--- src/rtl/drfa_pkg.sv ---
// Shared DRFA CPU definitions: PC/stack defaults and the stack_flags bit layout
// that call_stack produces and control_unit consumes.
package drfa_pkg;

    localparam int PC_WIDTH    = 9;
    localparam int STACK_DEPTH = 8;

    localparam int STK_EMPTY     = 0;
    localparam int STK_FULL      = 1;
    localparam int STK_UNDERFLOW = 2;
    localparam int STK_OVERFLOW  = 3;

    typedef enum logic [1:0] {
        ST_EMPTY   = 2'd0,
        ST_PARTIAL = 2'd1,
        ST_FULL    = 2'd2
    } stack_state_e;

    // The stack has no explicit FSM; its state is derived from the occupancy count.
    function automatic stack_state_e stack_state(input int unsigned count,
                                                 input int unsigned depth);
        if (count == 0)
            return ST_EMPTY;
        else if (count >= depth)
            return ST_FULL;
        else
            return ST_PARTIAL;
    endfunction

endpackage

--- src/rtl/call_stack_mem.sv ---
// Return-address storage: DEPTH x DATA_WIDTH registers, one write port and one
// asynchronous read port. Contents are cleared only by rst.
module call_stack_mem #(
    parameter int DATA_WIDTH = 9,
    parameter int DEPTH      = 8,
    parameter int ADDR_WIDTH = 4
) (
    input  logic                  clk,
    input  logic                  rst,
    input  logic                  wr_en,
    input  logic [ADDR_WIDTH-1:0] wr_addr,
    input  logic [DATA_WIDTH-1:0] wr_data,
    input  logic [ADDR_WIDTH-1:0] rd_addr,
    output logic [DATA_WIDTH-1:0] rd_data
);

    logic [DEPTH-1:0][DATA_WIDTH-1:0] entries;

    for (genvar gi = 0; gi < DEPTH; gi++) begin : g_entry
        logic [DATA_WIDTH-1:0] entry_d;
        logic [DATA_WIDTH-1:0] entry_q;

        always_comb begin
            entry_d = entry_q;
            if (wr_en && (wr_addr == ADDR_WIDTH'(gi)))
                entry_d = wr_data;
        end

        always_ff @(posedge clk or posedge rst) begin
            if (rst)
                entry_q <= '0;
            else
                entry_q <= entry_d;
        end

        assign entries[gi] = entry_q;
    end

    // Compare-based read mux so non-power-of-two depths need no special casing.
    always_comb begin
        rd_data = '0;
        for (int i = 0; i < DEPTH; i++) begin
            if (rd_addr == ADDR_WIDTH'(i))
                rd_data = entries[i];
        end
    end

endmodule

--- src/rtl/call_stack.sv ---
// Return-address stack for the DRFA CPU: push/pop/replace-top with saturating
// count and overflow/underflow flags. CALL_STACK_STICKY_ERR_EN makes the error flags sticky.
module call_stack
    import drfa_pkg::*;
#(
    parameter int DATA_WIDTH = PC_WIDTH,
    parameter int DEPTH      = STACK_DEPTH,
    parameter int CNT_WIDTH  = $clog2(DEPTH + 1)
) (
    input  logic                  clk,
    input  logic                  rst,
    input  logic                  push_en,
    input  logic                  pop_en,
`ifdef CALL_STACK_STICKY_ERR_EN
    input  logic                  err_clr,
`endif
    input  logic [DATA_WIDTH-1:0] in_data,
    output logic [DATA_WIDTH-1:0] out_data,
    output logic [CNT_WIDTH-1:0]  out_count,
    output logic [3:0]            out_flags
);

    stack_state_e          state;
    logic                  empty;
    logic                  full;
    logic [CNT_WIDTH-1:0]  count_d, count_q;
    logic                  ovf_d, ovf_q;
    logic                  unf_d, unf_q;
    logic                  ovf_evt, unf_evt;
    logic                  wr_en;
    logic [CNT_WIDTH-1:0]  wr_addr;
    logic [CNT_WIDTH-1:0]  rd_addr;
    logic [DATA_WIDTH-1:0] rd_data;

    call_stack_mem #(
        .DATA_WIDTH (DATA_WIDTH),
        .DEPTH      (DEPTH),
        .ADDR_WIDTH (CNT_WIDTH)
    ) u_mem (
        .clk     (clk),
        .rst     (rst),
        .wr_en   (wr_en),
        .wr_addr (wr_addr),
        .wr_data (in_data),
        .rd_addr (rd_addr),
        .rd_data (rd_data)
    );

    always_comb begin
        state   = stack_state(32'(count_q), 32'(DEPTH));
        empty   = (state == ST_EMPTY);
        full    = (state == ST_FULL);
        count_d = count_q;
        wr_en   = 1'b0;
        wr_addr = count_q;
        ovf_evt = 1'b0;
        unf_evt = 1'b0;
        rd_addr = count_q - CNT_WIDTH'(1);

        if (push_en && pop_en && !empty) begin
            // Replace-top: legal even when full, so no overflow is raised.
            wr_en   = 1'b1;
            wr_addr = count_q - CNT_WIDTH'(1);
        end else if (push_en) begin
            if (full) begin
                ovf_evt = 1'b1;
            end else begin
                wr_en   = 1'b1;
                count_d = count_q + CNT_WIDTH'(1);
            end
        end else if (pop_en) begin
            if (empty)
                unf_evt = 1'b1;
            else
                count_d = count_q - CNT_WIDTH'(1);
        end

`ifdef CALL_STACK_STICKY_ERR_EN
        ovf_d = ovf_evt | (ovf_q & ~err_clr);
        unf_d = unf_evt | (unf_q & ~err_clr);
`else
        ovf_d = ovf_evt;
        unf_d = unf_evt;
`endif
    end

    always_ff @(posedge clk or posedge rst) begin
        if (rst) begin
            count_q <= '0;
            ovf_q   <= 1'b0;
            unf_q   <= 1'b0;
        end else begin
            count_q <= count_d;
            ovf_q   <= ovf_d;
            unf_q   <= unf_d;
        end
    end

    always_comb begin
        out_data                 = empty ? '0 : rd_data;
        out_count                = count_q;
        out_flags                = '0;
        out_flags[STK_EMPTY]     = empty;
        out_flags[STK_FULL]      = full;
        out_flags[STK_UNDERFLOW] = unf_q;
        out_flags[STK_OVERFLOW]  = ovf_q;
    end

endmodule
--- config.mk ---
export PLATFORM = sky130hd
export DESIGN_NAME = call_stack
export DESIGN_NICKNAME = d
export VERILOG_FILES = /design/src/rtl/drfa_pkg.sv /design/src/rtl/call_stack_mem.sv /design/src/rtl/call_stack.sv
export SDC_FILE = /design/constraint.sdc
export NUM_CORES = 1
export LEC_CHECK = 0
export CELL_PAD_IN_SITES_DETAIL_PLACEMENT = 1
export CELL_PAD_IN_SITES_GLOBAL_PLACEMENT = 1
export CORE_MARGIN = 2
export CORE_UTILIZATION = 51
export CTS_CLUSTER_SIZE = 30
export DETAILED_ROUTE_END_ITERATION = 8
export PLACE_DENSITY = 0.95
export SLEW_MARGIN = 20
export SYNTH_ARGS = -nofsm -noshare
export SYNTH_HDL_FRONTEND = slang
export SYNTH_SLANG_ARGS = --single-unit
export TNS_END_PERCENT = 50
--- constraint.sdc ---
create_clock -name clk -period 4.6 [get_ports clk]
set_input_delay 0.92 -clock clk [delete_from_list [all_inputs] [get_ports clk]]
set_output_delay 0.92 -clock clk [all_outputs]
set_load 0.01 [all_outputs]
Word-level counts from Yosys, hierarchy flattened

Index checks and enable logic that the tools add are counted.

Muxes and demuxes: 26
Magnitude comparators: 1
Eq/ne operators: 17
$add $sub $neg: 2
Bitwise logic cells: 1
Reduce and logical (&&, ||, !) cells: 17

Operator list:

| operator                                         | number |
|---|---|
| 2-to-1 mux 9 bit                                 | 9 |
| == test 4 x 3 -> 1 bit, second input constant    | 8 |
| 2-to-1 mux 4 bit                                 | 5 |
| == test 4 x 2 -> 1 bit, second input constant    | 4 |
| zero test 4 bit                                  | 3 |
| logical AND 1 bit                                | 10 |
| 2-to-1 mux 1 bit                                 | 10 |
| == test 4 x 1 -> 1 bit, second input constant    | 2 |
| adder 4 x 1 -> 4 bit, second input constant      | 1 |
| >= comparator 4 bit, second input constant       | 1 |
| 2-to-1 mux 2 bit                                 | 2 |
| != test 2 bit, second input constant             | 2 |
| AND reduction 4 bit                              | 1 |
| subtractor 4 x 1 -> 4 bit, second input constant | 1 |
| == test 2 bit, second input constant             | 1 |
| zero test 2 bit                                  | 1 |
| nonzero test 2 bit                               | 1 |
| zero test 1 bit                                  | 1 |
| NOT 1 bit                                        | 1 |

Register bits after elaboration: 78
Input port bits: 13

Logic depth before layout (Yosys ltp)

Gate-level depths: netlist of run 1.

Word-level depth: 11
Mapped depth: 11
Mapped depth without buffers: 7

Hierarchy

A second synthesis of run 1 with hierarchy kept.

Cell total of the unflattened synthesis: 391
Area total of the unflattened synthesis: 4,191.5 um2

Modules (own cells, without submodules):

| module         | cells an instance | area each (um2) | times used |
|---|---|---|---|
| call_stack_mem | 312               | 3,595.9         | 1 |
| call_stack     | 79                | 595.6           | 1 |

Worst setup path after synthesis of run 1

Ideal clock, no wire load.

Kind: register to output
Start: register count_q[0], in the netlist out_count[0]
End: output out_data[0]
Path buffers: 4
Data required time: 3,680 ps
Arrival: 2,380 ps
Setup slack: 1,300 ps
Stages on the path, launching flop included: 12
Cell sequence: dfrtp_1 -> buf_2 -> inv_1 -> ha_1 -> buf_6 -> nand2b_1 -> clkbuf_1 -> o21ai_1 -> and2_1 -> clkbuf_1 -> a211oi_1 -> nor3_1

Cells in the longest elaborated chain, start to end: 11
Elaborated cells on any way between the ends: 23

Ends and longest elaborated chain:

| item                           | RTL line             | text |
|---|---|---|
| start, declared                | call_stack.sv:26     | `logic [CNT_WIDTH-1:0] count_d, count_q;` |
| start signal, assigned         | call_stack.sv:93     | `count_q <= count_d;` |
| subtractor 4 x 1 -> 4 bit      | call_stack.sv:58     | `rd_addr = count_q - CNT_WIDTH'(1);` |
| zero test 4 bit                | call_stack_mem.sv:43 | `if (rd_addr == ADDR_WIDTH'(i))` |
| 2-to-1 mux 9 bit (8 in series) | call_stack_mem.sv:43 |  |
| 2-to-1 mux 9 bit (*)           | call_stack.sv:100    | `out_data = empty ? '0 : rd_data;` |
| end, declared                  | call_stack.sv:18     | `output logic [DATA_WIDTH-1:0] out_data,` |

Mark *: on every way between the ends. The rest lies on a longest branch, timed or not.

Final worst setup path of run 1

Start: register count_q[0], in the netlist out_count[0]
End: output out_data[1]

Same word-level chain as after synthesis.

==> impl_metrics.json, run 1 <==
{
  "cts_sinks": 78,
  "worst_pin_slew_ns": 0.781,
  "end_kind": "output pin",
  "netlist_top_cells_area": "sky130_fd_sc_hd__dfrtp_1, sky130_fd_sc_hd__mux2_2, sky130_fd_sc_hd__mux2_4",
  "track_usage_pct": 28.6,
  "yosys.cell_count.top_type": "sky130_fd_sc_hd__dfrtp_1",
  "synth-edff-count": 0,
  "grt_pass1_wl_um": 21500,
  "timing.critical_path.from": "out_count[0]",
  "wl_um": 13000,
  "highest_clock_frequency_the_design_can_meet_mhz": 230,
  "p_per_area_nw_per_um2": 835,
  "status": "completed",
  "drive_above_1_share_pct": 27.6,
  "route.detailed.wl_per_inst_um": 23.9,
  "mappedNetlistNets": 433,
  "finalNonFillerCells": 543,
  "final_min_period_over_clock_period_pct": 94.4,
  "area_growth_syn_to_layout_pct": 12.1,
  "synth_top_cell_by_area": "sky130_fd_sc_hd__dfrtp_1",
  "avgViaCountPerCell": 6.48,
  "dieWidth_um": 98.0,
  "core.rowCount": 34,
  "dr.pass1.iters": 4,
  "cts_resized": 0,
  "timing_worst_setup_path_type": "reg2out",
  "initial_core_utilization_pct": 52.2,
  "globalRoute.totalOverflow": 0,
  "layout.nets": 447,
  "pin_count_of_the_biggest_net_entering_global_routing": 53,
  "syn-cell-area_sq_um": 4510,
  "synth.area.mux_share_pct": 20.5,
  "insertion_delay_ns": 0.36,
  "tritoncts.num_buffers": 9,
  "post_synth.cell_area_avg_sq_um": 10.8,
  "reg2reg_from": "out_count[2]",
  "postPlaceCellArea_sq_um": 4820,
  "cts_tree": "yes",
  "worstSetupStartpointType": "flip-flop",
  "min-delay-path-class": "reg2reg",
  "worst_clock_skew_ns": 0.00889,
  "max_cap_viol_count": 0,
  "antenna_found_initial": 0,
  "dpl.cell_count": 527,
  "die_area_sq_um": 9600,
  "postRouteAntennaNets": 0,
  "clockRootBuffer": "sky130_fd_sc_hd__clkbuf_8",
  "ys_top_cells_by_count": "sky130_fd_sc_hd__dfrtp_1, sky130_fd_sc_hd__mux2_2, sky130_fd_sc_hd__a21oi_1, sky130_fd_sc_hd__mux2_4, sky130_fd_sc_hd__inv_1",
  "via_count_of_the_first_global_routing_pass": 3863,
  "final.setup.tns_ns": 0,
  "dr_total_vias": 3518,
  "post-route-min-period_ns": 4.34,
  "drt_iter0_markers": 215,
  "netlist.area_leader.share_pct": 43.3,
  "hold_path_startpoint": "u_mem.g_entry[7].entry_q[4]",
  "post-route-cell-area_sq_um": 5050,
  "remaining_drc_errors": 0,
  "crit_path_max_fanout": 24,
  "synth_cells": 416,
  "gp_congestion": 0.870,
  "relSlewSlack_pct": 48.0,
  "synth-seq-cells": 78,
  "dp_hpwl_um": 8710,
  "place_worst_setup_slack_ns": 0.637,
  "drv_slew": 0,
  "core_area_sq_um": 8640,
  "netlist-cell-type-count": 53,
  "synth_top_family_by_area": "multiplexers",
  "post_synth_and_or_nand_nor_area_fraction_pct": 8.75,
  "power.leakage_nw": 2.15,
  "worst_setup_hold_path_clk_slew_ns": 0.09,
  "n_antenna_cell": 0,
  "io-pin-count": 30,
  "synth.yosys.seq_area_share_pct": 43.3,
  "htree_num_levels": 3,
  "setup_viol": 0,
  "vdd.ir_drop.worst_mv": 0.389,
  "synth.yosys.warnings": 0,
  "share_of_async_settable_or_async_resettable_flops_after_synthesis_pct": 100,
  "setup_repair_after_global_routing_missed_its_margin": "no",
  "numPortBuffers": 29,
  "cts.path.max_buffers": 2,
  "share_of_the_synthesized_netlist_area_taken_by_xor_and_xnor_gates_pct": 0.389,
  "cp.arrival_ns": 3.42,
  "hold_viol": 0,
  "finalWorstSetupSlack_ns": 0.256,
  "synth_adder_area_share_pct": 1.11,
  "postCtsHoldBufs": 0,
  "die_y_um": 98.0,
  "synth-main-ff-cell": "sky130_fd_sc_hd__dfrtp_1",
  "synth-compound-area-share_pct": 19.9,
  "timing.critical_path.required_ns": 3.68,
  "post-cts-setup-buffers": 0
}
==> placed cells by master, fill, tap and decap left out, drive strengths merged, types with 2 or more instances in the layout <==
cell / n
ha: 4
o21ai: 21
mux2: 73
and2: 2
o221a: 8
inv: 24
a221oi: 2
nand2: 18
clkbuf: 12
o21bai: 2
clkdlybuf4s50: 29
a211oi: 8
nor4: 3
nor3: 10
nand2b: 5
dfrtp: 78
or3: 2
a221o: 3
a21oi: 49
a22oi: 10
bufinv: 2
nor2: 12
nor2b: 10
buf: 10
a31oi: 9
a21o: 6
nand3b: 2
xnor2: 2
==> path summary, 6_finish.rpt <==
kind                                               end  slack, ns  depth (start not counted)
max                                        out_data[1]       0.26                          9
max in group asynchronous  u_mem.g_entry[4].entry_q[3]       3.07                          3
min in group asynchronous  u_mem.g_entry[0].entry_q[2]       0.95                          3
max reg2reg                u_mem.g_entry[6].entry_q[8]       1.84                          5
min                        u_mem.g_entry[7].entry_q[4]       0.51                          1
min reg2reg                u_mem.g_entry[7].entry_q[4]       0.51                          1
==> kinds of logic (layout without fill, tap and decap cells) <==
| logic type | count (synthesis) | after routing |
|---|---|---|
| AOI/OAI and AO/OA | 128 | 128 |
| and+or+nand+nor | 72 | 72 |
| muxes | 73 | 73 |
| DFF | 78 | 78 |
| xor gates and xnor gates | 2 | 2 |
| buffers and inverters | 59 | 78 |
| adders and majority gates | 4 | 4 |
==> flip-flops by register name, summed over array words and instances (netlist names) <==
signal	flops
unf_q	1
out_count	4
ovf_q	1
u_mem.g_entry.entry_q	72
==> critical path, stage by stage (launching register included) <==
cell,delay [ns]
sky130_fd_sc_hd__dfrtp_1,0.36
sky130_fd_sc_hd__buf_4,0.23
sky130_fd_sc_hd__ha_1,0.58
sky130_fd_sc_hd__buf_4,0.40
sky130_fd_sc_hd__a21oi_1,0.08
sky130_fd_sc_hd__a21oi_1,0.34
sky130_fd_sc_hd__o21bai_1,0.14
sky130_fd_sc_hd__a21oi_1,0.19
sky130_fd_sc_hd__o221a_2,0.21
sky130_fd_sc_hd__clkdlybuf4s50_1,0.52
==> layer usage <==
layer  vias to the layer above  share of wire [%]  GRT usage, %
li1                       1536                  -             -
met1                      1806                 40          35.7
met2                       125                 51          47.8
met3                        51                4.3          4.87
met4                         0                4.9          14.6
met5                         -                  0             0
==> layout make-up <==
cell class	count	area (sq um)
Multi-Input combinational cell	279	2280
Clock buffer	12	155
Clock inverter	4	77.6
Timing Repair Buffer	39	365
Tap cell	108	135
Inverter	23	86.3
Fill cell	897	3580
Sequential cell	78	1950
==> report_power, final <==
part           switching, mW  total [mW]  internal, mW
combinational           1.24        2.36          1.12
sequential             0.240        1.26          1.02
clock                  0.267       0.606         0.339
total                   1.75        4.22          2.47
==> stage by stage <==
stage,utilization [%],hold slack (ns),total power [mW]
finish,58.5,0.514,4.22
global route,58.5,0.526,4.47
CTS,58.5,0.515,4.20
detailed placement,55.8,0.497,3.55
global placement,55.8,0.482,3.39
floorplan,-,0.472,2.79
Power figures use the tool's default switching activity.
==> run 2: changes to the inputs <==
ABC_CLOCK_PERIOD_IN_PS = 4600   (was unset)
==> results of run 2 <==
The final DEF is identical to that of run 1; final timing and power are the same.
